--- src/rtl/error_sig_tx_v3.sv ---
// Soft-error signal transmitter: edge-detects dual-redundant error flags, arbitrates by lowest ID
// and serialises framed, parity-protected words. Optional heartbeat: ERRSIG_HEARTBEAT_EN.
module error_sig_tx_v3 #(
  parameter int unsigned ERRSIG_ID_num = 7,
  parameter int unsigned BIT_CYCLES    = 4,
  parameter int unsigned GAP_BITS      = 2,
  parameter int unsigned HB_PERIOD     = 1000000
) (
  input  logic                     i_clk,
  input  logic                     i_rst,
  input  logic [ERRSIG_ID_num-1:0] error_A,
  input  logic [ERRSIG_ID_num-1:0] error_B,
  output logic                     output_err_sig,
  output logic                     debug_sig,
  output logic                     busy,
  output logic [ERRSIG_ID_num-1:0] pending,
  output logic [15:0]              frame_count,
  output logic [15:0]              drop_count
);

  localparam int unsigned ID_W     = $clog2(ERRSIG_ID_num + 1);
  localparam int unsigned F        = ID_W + 5;
  localparam int unsigned GAP_CLKS = GAP_BITS * BIT_CYCLES;
  localparam int unsigned CW       = (BIT_CYCLES > 1) ? $clog2(BIT_CYCLES) : 1;
  localparam int unsigned IW       = $clog2(F);
  localparam int unsigned GW       = (GAP_CLKS > 1) ? $clog2(GAP_CLKS) : 1;

  if (ERRSIG_ID_num < 1 || BIT_CYCLES < 1 || HB_PERIOD < 1) begin : g_bad_param
    $error("error_sig_tx_v3: illegal parameter value");
  end

  typedef enum logic [1:0] {StIdle, StShift, StGap} state_e;

  state_e                   state_q, state_d;
  logic [ERRSIG_ID_num-1:0] prev_a_q, prev_b_q, pend_a_q, pend_b_q, pend_a_d, pend_b_d;
  logic [ERRSIG_ID_num-1:0] rise_a, rise_b, drop_a, drop_b, first, clr, pend_any;
  logic [F-1:0]             shreg_q, shreg_d, frame;
  logic [CW-1:0]            cyc_q, cyc_d;
  logic [IW-1:0]            idx_q, idx_d;
  logic [GW-1:0]            gap_q, gap_d;
  logic                     busy_q, busy_d, dbg_q;
  logic [15:0]              frame_count_q, drop_count_q, drop_count_d;
  logic [16:0]              drop_sum;
  logic [ID_W-1:0]          sel, id;
  logic [1:0]               typ_sel, typ;
  logic                     err_req, hb_req, frame_done, load;

`ifdef ERRSIG_HEARTBEAT_EN
  localparam int unsigned HW = (HB_PERIOD > 1) ? $clog2(HB_PERIOD) : 1;
  logic [HW-1:0] hb_cnt_q;
  logic          hb_pend_q, hb_expire;

  assign hb_expire = (hb_cnt_q == HW'(HB_PERIOD - 1));
  assign hb_req    = hb_pend_q;

  // An expiry on the load edge keeps hb_pend set, mirroring the error set-wins rule.
  always_ff @(posedge i_clk) begin
    if (i_rst) begin
      hb_cnt_q  <= '0;
      hb_pend_q <= 1'b0;
    end else begin
      hb_cnt_q  <= hb_expire ? '0 : hb_cnt_q + 1'b1;
      hb_pend_q <= hb_expire | (hb_pend_q & ~(load & ~err_req));
    end
  end
`else
  assign hb_req = 1'b0;
`endif

  assign rise_a   = error_A & ~prev_a_q;
  assign rise_b   = error_B & ~prev_b_q;
  assign pend_any = pend_a_q | pend_b_q;
  assign err_req  = |pend_any;

  // Lowest pending ID wins; heartbeat only when no error is pending.
  always_comb begin
    sel     = '0;
    first   = '0;
    typ_sel = 2'b00;
    for (int i = int'(ERRSIG_ID_num) - 1; i >= 0; i--) begin
      if (pend_any[i]) begin
        sel      = ID_W'(i);
        first    = '0;
        first[i] = 1'b1;
        typ_sel  = {pend_a_q[i], pend_b_q[i]};
      end
    end
    id    = err_req ? sel : '1;
    typ   = err_req ? typ_sel : 2'b00;
    frame = {1'b1, id, typ, ^{id, typ}, 1'b0};
  end

  always_comb begin
    state_d    = state_q;
    shreg_d    = shreg_q;
    cyc_d      = cyc_q;
    idx_d      = idx_q;
    gap_d      = gap_q;
    busy_d     = busy_q;
    frame_done = 1'b0;
    load       = 1'b0;
    unique case (state_q)
      StIdle: ;
      StShift: begin
        if (cyc_q == CW'(BIT_CYCLES - 1)) begin
          cyc_d   = '0;
          shreg_d = shreg_q << 1;
          if (idx_q == IW'(F - 1)) begin
            idx_d = '0;
            if (GAP_CLKS == 0) frame_done = 1'b1;
            else               state_d    = StGap;
          end else begin
            idx_d = idx_q + 1'b1;
          end
        end else begin
          cyc_d = cyc_q + 1'b1;
        end
      end
      StGap: begin
        if (gap_q == GW'(GAP_CLKS - 1)) begin
          gap_d      = '0;
          frame_done = 1'b1;
        end else begin
          gap_d = gap_q + 1'b1;
        end
      end
      default: state_d = StIdle;
    endcase
    // The last gap cycle doubles as the idle decision cycle so frames pack back-to-back.
    if (state_q == StIdle || frame_done) begin
      if (err_req || hb_req) begin
        load    = 1'b1;
        shreg_d = frame;
        state_d = StShift;
        busy_d  = 1'b1;
        cyc_d   = '0;
        idx_d   = '0;
        gap_d   = '0;
      end else begin
        state_d = StIdle;
        busy_d  = 1'b0;
      end
    end
  end

  always_comb begin
    clr      = (load && err_req) ? first : '0;
    drop_a   = rise_a & pend_a_q & ~clr;
    drop_b   = rise_b & pend_b_q & ~clr;
    pend_a_d = (pend_a_q & ~clr) | rise_a;
    pend_b_d = (pend_b_q & ~clr) | rise_b;
    drop_sum = {1'b0, drop_count_q};
    for (int i = 0; i < int'(ERRSIG_ID_num); i++) begin
      drop_sum = drop_sum + 17'(drop_a[i]) + 17'(drop_b[i]);
    end
    drop_count_d = drop_sum[16] ? 16'hFFFF : drop_sum[15:0];
  end

  always_ff @(posedge i_clk) begin
    if (i_rst) begin
      state_q       <= StIdle;
      prev_a_q      <= '0;
      prev_b_q      <= '0;
      pend_a_q      <= '0;
      pend_b_q      <= '0;
      shreg_q       <= '0;
      cyc_q         <= '0;
      idx_q         <= '0;
      gap_q         <= '0;
      busy_q        <= 1'b0;
      dbg_q         <= 1'b0;
      frame_count_q <= '0;
      drop_count_q  <= '0;
    end else begin
      state_q       <= state_d;
      prev_a_q      <= error_A;
      prev_b_q      <= error_B;
      pend_a_q      <= pend_a_d;
      pend_b_q      <= pend_b_d;
      shreg_q       <= shreg_d;
      cyc_q         <= cyc_d;
      idx_q         <= idx_d;
      gap_q         <= gap_d;
      busy_q        <= busy_d;
      dbg_q         <= load;
      frame_count_q <= load ? frame_count_q + 16'd1 : frame_count_q;
      drop_count_q  <= drop_count_d;
    end
  end

  assign output_err_sig = shreg_q[F-1];
  assign debug_sig      = dbg_q;
  assign busy           = busy_q;
  assign pending        = pend_any;
  assign frame_count    = frame_count_q;
  assign drop_count     = drop_count_q;

endmodule

--- config.mk ---
export PLATFORM = sky130hd
export DESIGN_NAME = error_sig_tx_v3
export DESIGN_NICKNAME = d
export VERILOG_FILES = /design/src/rtl/error_sig_tx_v3.sv
export SDC_FILE = /design/constraint.sdc
export NUM_CORES = 1
export LEC_CHECK = 0
export ABC_AREA = 1
export BUFFER_PORTS_ARGS = -buffer_cell sky130_fd_sc_hd__buf_4
export CELL_PAD_IN_SITES_DETAIL_PLACEMENT = 1
export CELL_PAD_IN_SITES_GLOBAL_PLACEMENT = 1
export CORE_ASPECT_RATIO = 2
export CORE_MARGIN = 4
export CORE_UTILIZATION = 41
export CTS_CLUSTER_DIAMETER = 120
export DETAILED_ROUTE_END_ITERATION = 6
export PLACE_DENSITY = 0.76
export SETUP_SLACK_MARGIN = 0.4
export SLEW_MARGIN = 20
export SYNTH_ARGS = -nofsm -noshare
export SYNTH_HDL_FRONTEND = slang
export SYNTH_SLANG_ARGS = --single-unit
--- constraint.sdc ---
create_clock -name i_clk -period 7.5 [get_ports i_clk]
set_input_delay 0.75 -clock i_clk [delete_from_list [all_inputs] [get_ports i_clk]]
set_output_delay 0.75 -clock i_clk [all_outputs]
set_load 0.05 [all_outputs]
==> summary.log <==
INFO  yosys          synth_enable_flop_cells=0
INFO  clock_tree     clockBufferDepth=2
INFO  sta            period_share=0.844
INFO  setup_path     critPathMaxStageDelay=550ps
INFO  clock_tree     cts_made_buffers=9
INFO  sta            setup_viol=0
INFO  yosys          synthDominantCellAreaShare=0.402
INFO  sta            finalWorstPathRequiredPeriod=6330ps
INFO  floorplanning  num_rows=50
INFO  yosys          synth.cell_area=3990µm²
INFO  yosys          yosys_warnings=0
INFO  grt            first_global_vias=3817
INFO  detailed_routing routed_wire_length_per_instance=14.0µm
INFO  floorplanning  floorplan.die_area=11500µm²
INFO  yosys          post_synth_main_area_contributors=dfxtp_1 (40%), nand2_1 (10%), inv_1 (8.3%)
INFO  clock_tree     clock_sink_count=80
INFO  detailed_routing drc_errors=0
INFO  setup_path     rrSetupSlack=1170ps
INFO  finish         antenna_diode_instance_count=0
INFO  setup_path     endpoint_kind=register
INFO  detailed_routing drtIter0Drc=126
INFO  sta            timing_hold_violations_final=0
INFO  clock_tree     cts_resized=0
INFO  clock_tree     cts.root.buffer_cell=clkbuf_16
INFO  run            cap_viol_max_count=0
INFO  yosys          async_flop_share=0
INFO  clock_tree     clk-insertion-delay-late=340ps
INFO  clock_tree     cts_tree=done
INFO  yosys          synth_fp_nets=572
INFO  yosys          most_used_flip_flop_cell_after_synthesis=dfxtp_1
INFO  finish         areaGrowthSynthToFinish=20.2%
INFO  setup_path     r2r_start=gap_q[1]$_SDFF_PP0_
INFO  detailed_routing dr.pass1.iters=4
INFO  setup_path     rr_worst_depth=29
INFO  finish         multi_input_area=1960µm²
INFO  placement      hpwl=7.68mm
INFO  detailed_routing route.final.wire_length=10.1mm
INFO  floorplanning  fp.dieW=77.7µm
INFO  setup_path     worst-path-max-fanout=15
INFO  pwr            p_total=1.16mW
INFO  pwr            power.leakage=2.18nW
INFO  setup_path     critical_path_cell_count=29
INFO  floorplanning  dieHeight=147µm
INFO  sta            timing.final.max_slew_violations=0
INFO  min_path       hold_path.class=reg2reg
INFO  setup_path     critPathKind=reg2reg
INFO  yosys          yosys.area.top_type=dfxtp_1
INFO  placement      final_estimated_routing_congestion_in_global_placement=0.819
INFO  setup_path     critPathRequiredTime=7730ps
INFO  yosys          number_of_register_bits_inferred_by_synthesis=80
INFO  yosys          synth-seq-area-share=0.402
INFO  clock_tree     cts_max_level=3
INFO  yosys          netlist_instances=532
INFO  grt            grt-ovfl-total=0
INFO  setup_path     crit_path_end=drop_count[13]$_SDFF_PP0_
INFO  yosys          synthesis.area_per_instance=7.50µm²
INFO  floorplanning  floorplan.initialDensity=0.422
INFO  finish         drive_gt1_frac=0.173
INFO  detailed_routing final_antenna_net_count=0
INFO  setup_path     path_buf_inv=7
INFO  finish         regArea=1600µm²
INFO  sta            finalClockSkew=7.33ps
INFO  pwr            power_density=242nW/µm²
INFO  detailed_routing dr_total_vias=3502
INFO  sta            maxClockFrequency=158MHz
INFO  sta            worst_slew_pin_slew=801ps
INFO  clock_tree     cts.clk_slew.worst_paths=60ps
INFO  setup_path     worstSetupStartpointType=register
INFO  yosys          synthDistinctLibCells=40
INFO  sta            rsz0062_at_grt=no
INFO  finish         fin_cells=721
INFO  outcome        outcome=finished clean
INFO  setup_path     timing.critical_path.slowest_stage_cell=fa_1
INFO  floorplanning  io_pins=58
INFO  placement      count_of_placed_standard_cells_including_taps=707
INFO  yosys          yosys.cell_count.top_type=nand2_1
INFO  finish         nFillCells=1204
INFO  pwr            vdd.ir_drop.worst=0.000199V
INFO  setup_path     worstSetupStartpoint=gap_q[1]$_SDFF_PP0_
INFO  finish         num-nets-final=628
INFO  placement      port_buffers=57
INFO  grt            grt_pass1_wl=17.5mm
INFO  detailed_routing avgViaCountPerCell=4.86
INFO  clock_tree     post-cts-setup-buffers=0
INFO  finish         final_core_util=0.508
INFO  grt            antenna_found_initial=0
INFO  setup_path     worstPathArrival=6560ps
INFO  floorplanning  standard_cell_core_area=9450µm²
INFO  clock_tree     post_cts_hold_buffer_count=0
INFO  setup_path     timing.critical_path.max_delay_family=adder cells
INFO  grt            gr-usage-all-layers=0.191
INFO  yosys          netlist_top_cells_count=nand2_1 (107), inv_1 (88), dfxtp_1 (80)
INFO  grt            maximum_number_of_pins_on_one_net_before_global_route_repair=57
INFO  sta            final.setup.tns=0ps
INFO  setup_path     worst_r2r_endpoint=drop_count[13]$_SDFF_PP0_
INFO  sta            timing.slew.headroom=0.464
-- layout make-up --
class / instances / share of cell area
multi-input combinational: 342 / 0.409
sequential: 80 / 0.334
timing repair buffer: 57 / 0.0892
inverter: 98 / 0.0767
clock buffer: 9 / 0.0470
tap: 130 / 0.0339
clock inverter: 5 / 0.0104
-- flip-flops by register name, indices dropped and copies added, names as in the netlist --
register	count
drop_count	16
frame_count	16
shreg_q	8
pend_a_q	7
pend_b_q	7
prev_a_q	7
prev_b_q	7
gap_q	3
idx_q	3
cyc_q	2
state_q	2
busy	1
debug_sig	1
-- worst reg2reg max path, delay by kind of cell (launching register included) --
family | cells | cell delay (ps)
adders and majority gates | 8 | 3340
and+or+nand+nor | 10 | 990
AOI/OAI and AO/OA | 4 | 830
buffers and inverters | 7 | 710
DFF | 1 | 340
-- power by group --
group          switching [mW]  internal (mW)
clock                   0.168          0.252
sequential             0.0168          0.450
combinational           0.181         0.0920
total                   0.366          0.793
-- stage by stage --
| stage | instance area, µm² | setup WS, ps | hold slack (ps) |
|---|---|---|---|
| 4_1_cts | 4790 | 1070 | 452 |
| 5_1_grt | 4790 | 657 | 491 |
| 3_3_place_gp | 4520 | 1380 | 433 |
| 2_1_floorplan | 3990 | 1930 | 419 |
| 6_report | 4790 | 1170 | 452 |
| 3_5_place_dp | 4520 | 1240 | 441 |
-- per-layer routing --
| layer | part of all wire | routed length [µm] | up-vias | track usage |
|---|---|---|---|---|
| met1 | 0.36 | 3680 | 1651 | 0.190 |
| met4 | 0.019 | 192 | 0 | 0.0731 |
| li1 | - | - | 1789 | - |
| met3 | 0.027 | 270 | 15 | 0.0274 |
| met5 | 0 | 0 | - | 0 |
| met2 | 0.59 | 5980 | 47 | 0.382 |
-- how the worst min path moves through the flow --
| stage | start | to | slack, ps | cells after the start |
|---|---|---|---|---|
| floorplan | shreg_q[0]$_SDFF_PP0_ | shreg_q[0]$_SDFF_PP0_ | 420 | 2 |
| global placement | shreg_q[0]$_SDFF_PP0_ | shreg_q[0]$_SDFF_PP0_ | 430 | 2 |
| detailed placement | shreg_q[0]$_SDFF_PP0_ | shreg_q[0]$_SDFF_PP0_ | 440 | 2 |
| CTS | shreg_q[0]$_SDFF_PP0_ | shreg_q[0]$_SDFF_PP0_ | 450 | 2 |
| global route | shreg_q[0]$_SDFF_PP0_ | shreg_q[0]$_SDFF_PP0_ | 490 | 2 |
| finish | shreg_q[0]$_SDFF_PP0_ | shreg_q[0]$_SDFF_PP0_ | 450 | 2 |
-- cells by family after synthesis --
family	Yosys count	synth area share
adders and majority gates	24	0.0941
AOI/OAI and AO/OA	87	0.118
DFF	80	0.402
xor gates and xnor gates	9	0.0198
muxes	3	0.00753
and+or+nand+nor	219	0.252
buffers and inverters	110	0.107
-- cell usage in the layout, fill, tap and decap left out, types with 2 or more instances in the layout --
cell and instances:
fa_1 10, xnor2_1 5, clkinv_2 4, nor4_2 2, clkbuf_16 9, nor3_1 7, nand2_1 107, o21ai_0 21
inv_2 10, nand2_2 4, o21bai_1 2, nand3_1 23, or2_2 3, xor2_1 4, nand4_1 15, nor2_4 2
mux2i_1 3, a21oi_1 48, inv_1 88, a31oi_1 7, o21ai_1 4, dfxtp_1 80, buf_4 57, nor2_1 45
nor2_2 4, ha_1 14
No activity file was read; power rests on OpenSTA's default activity.
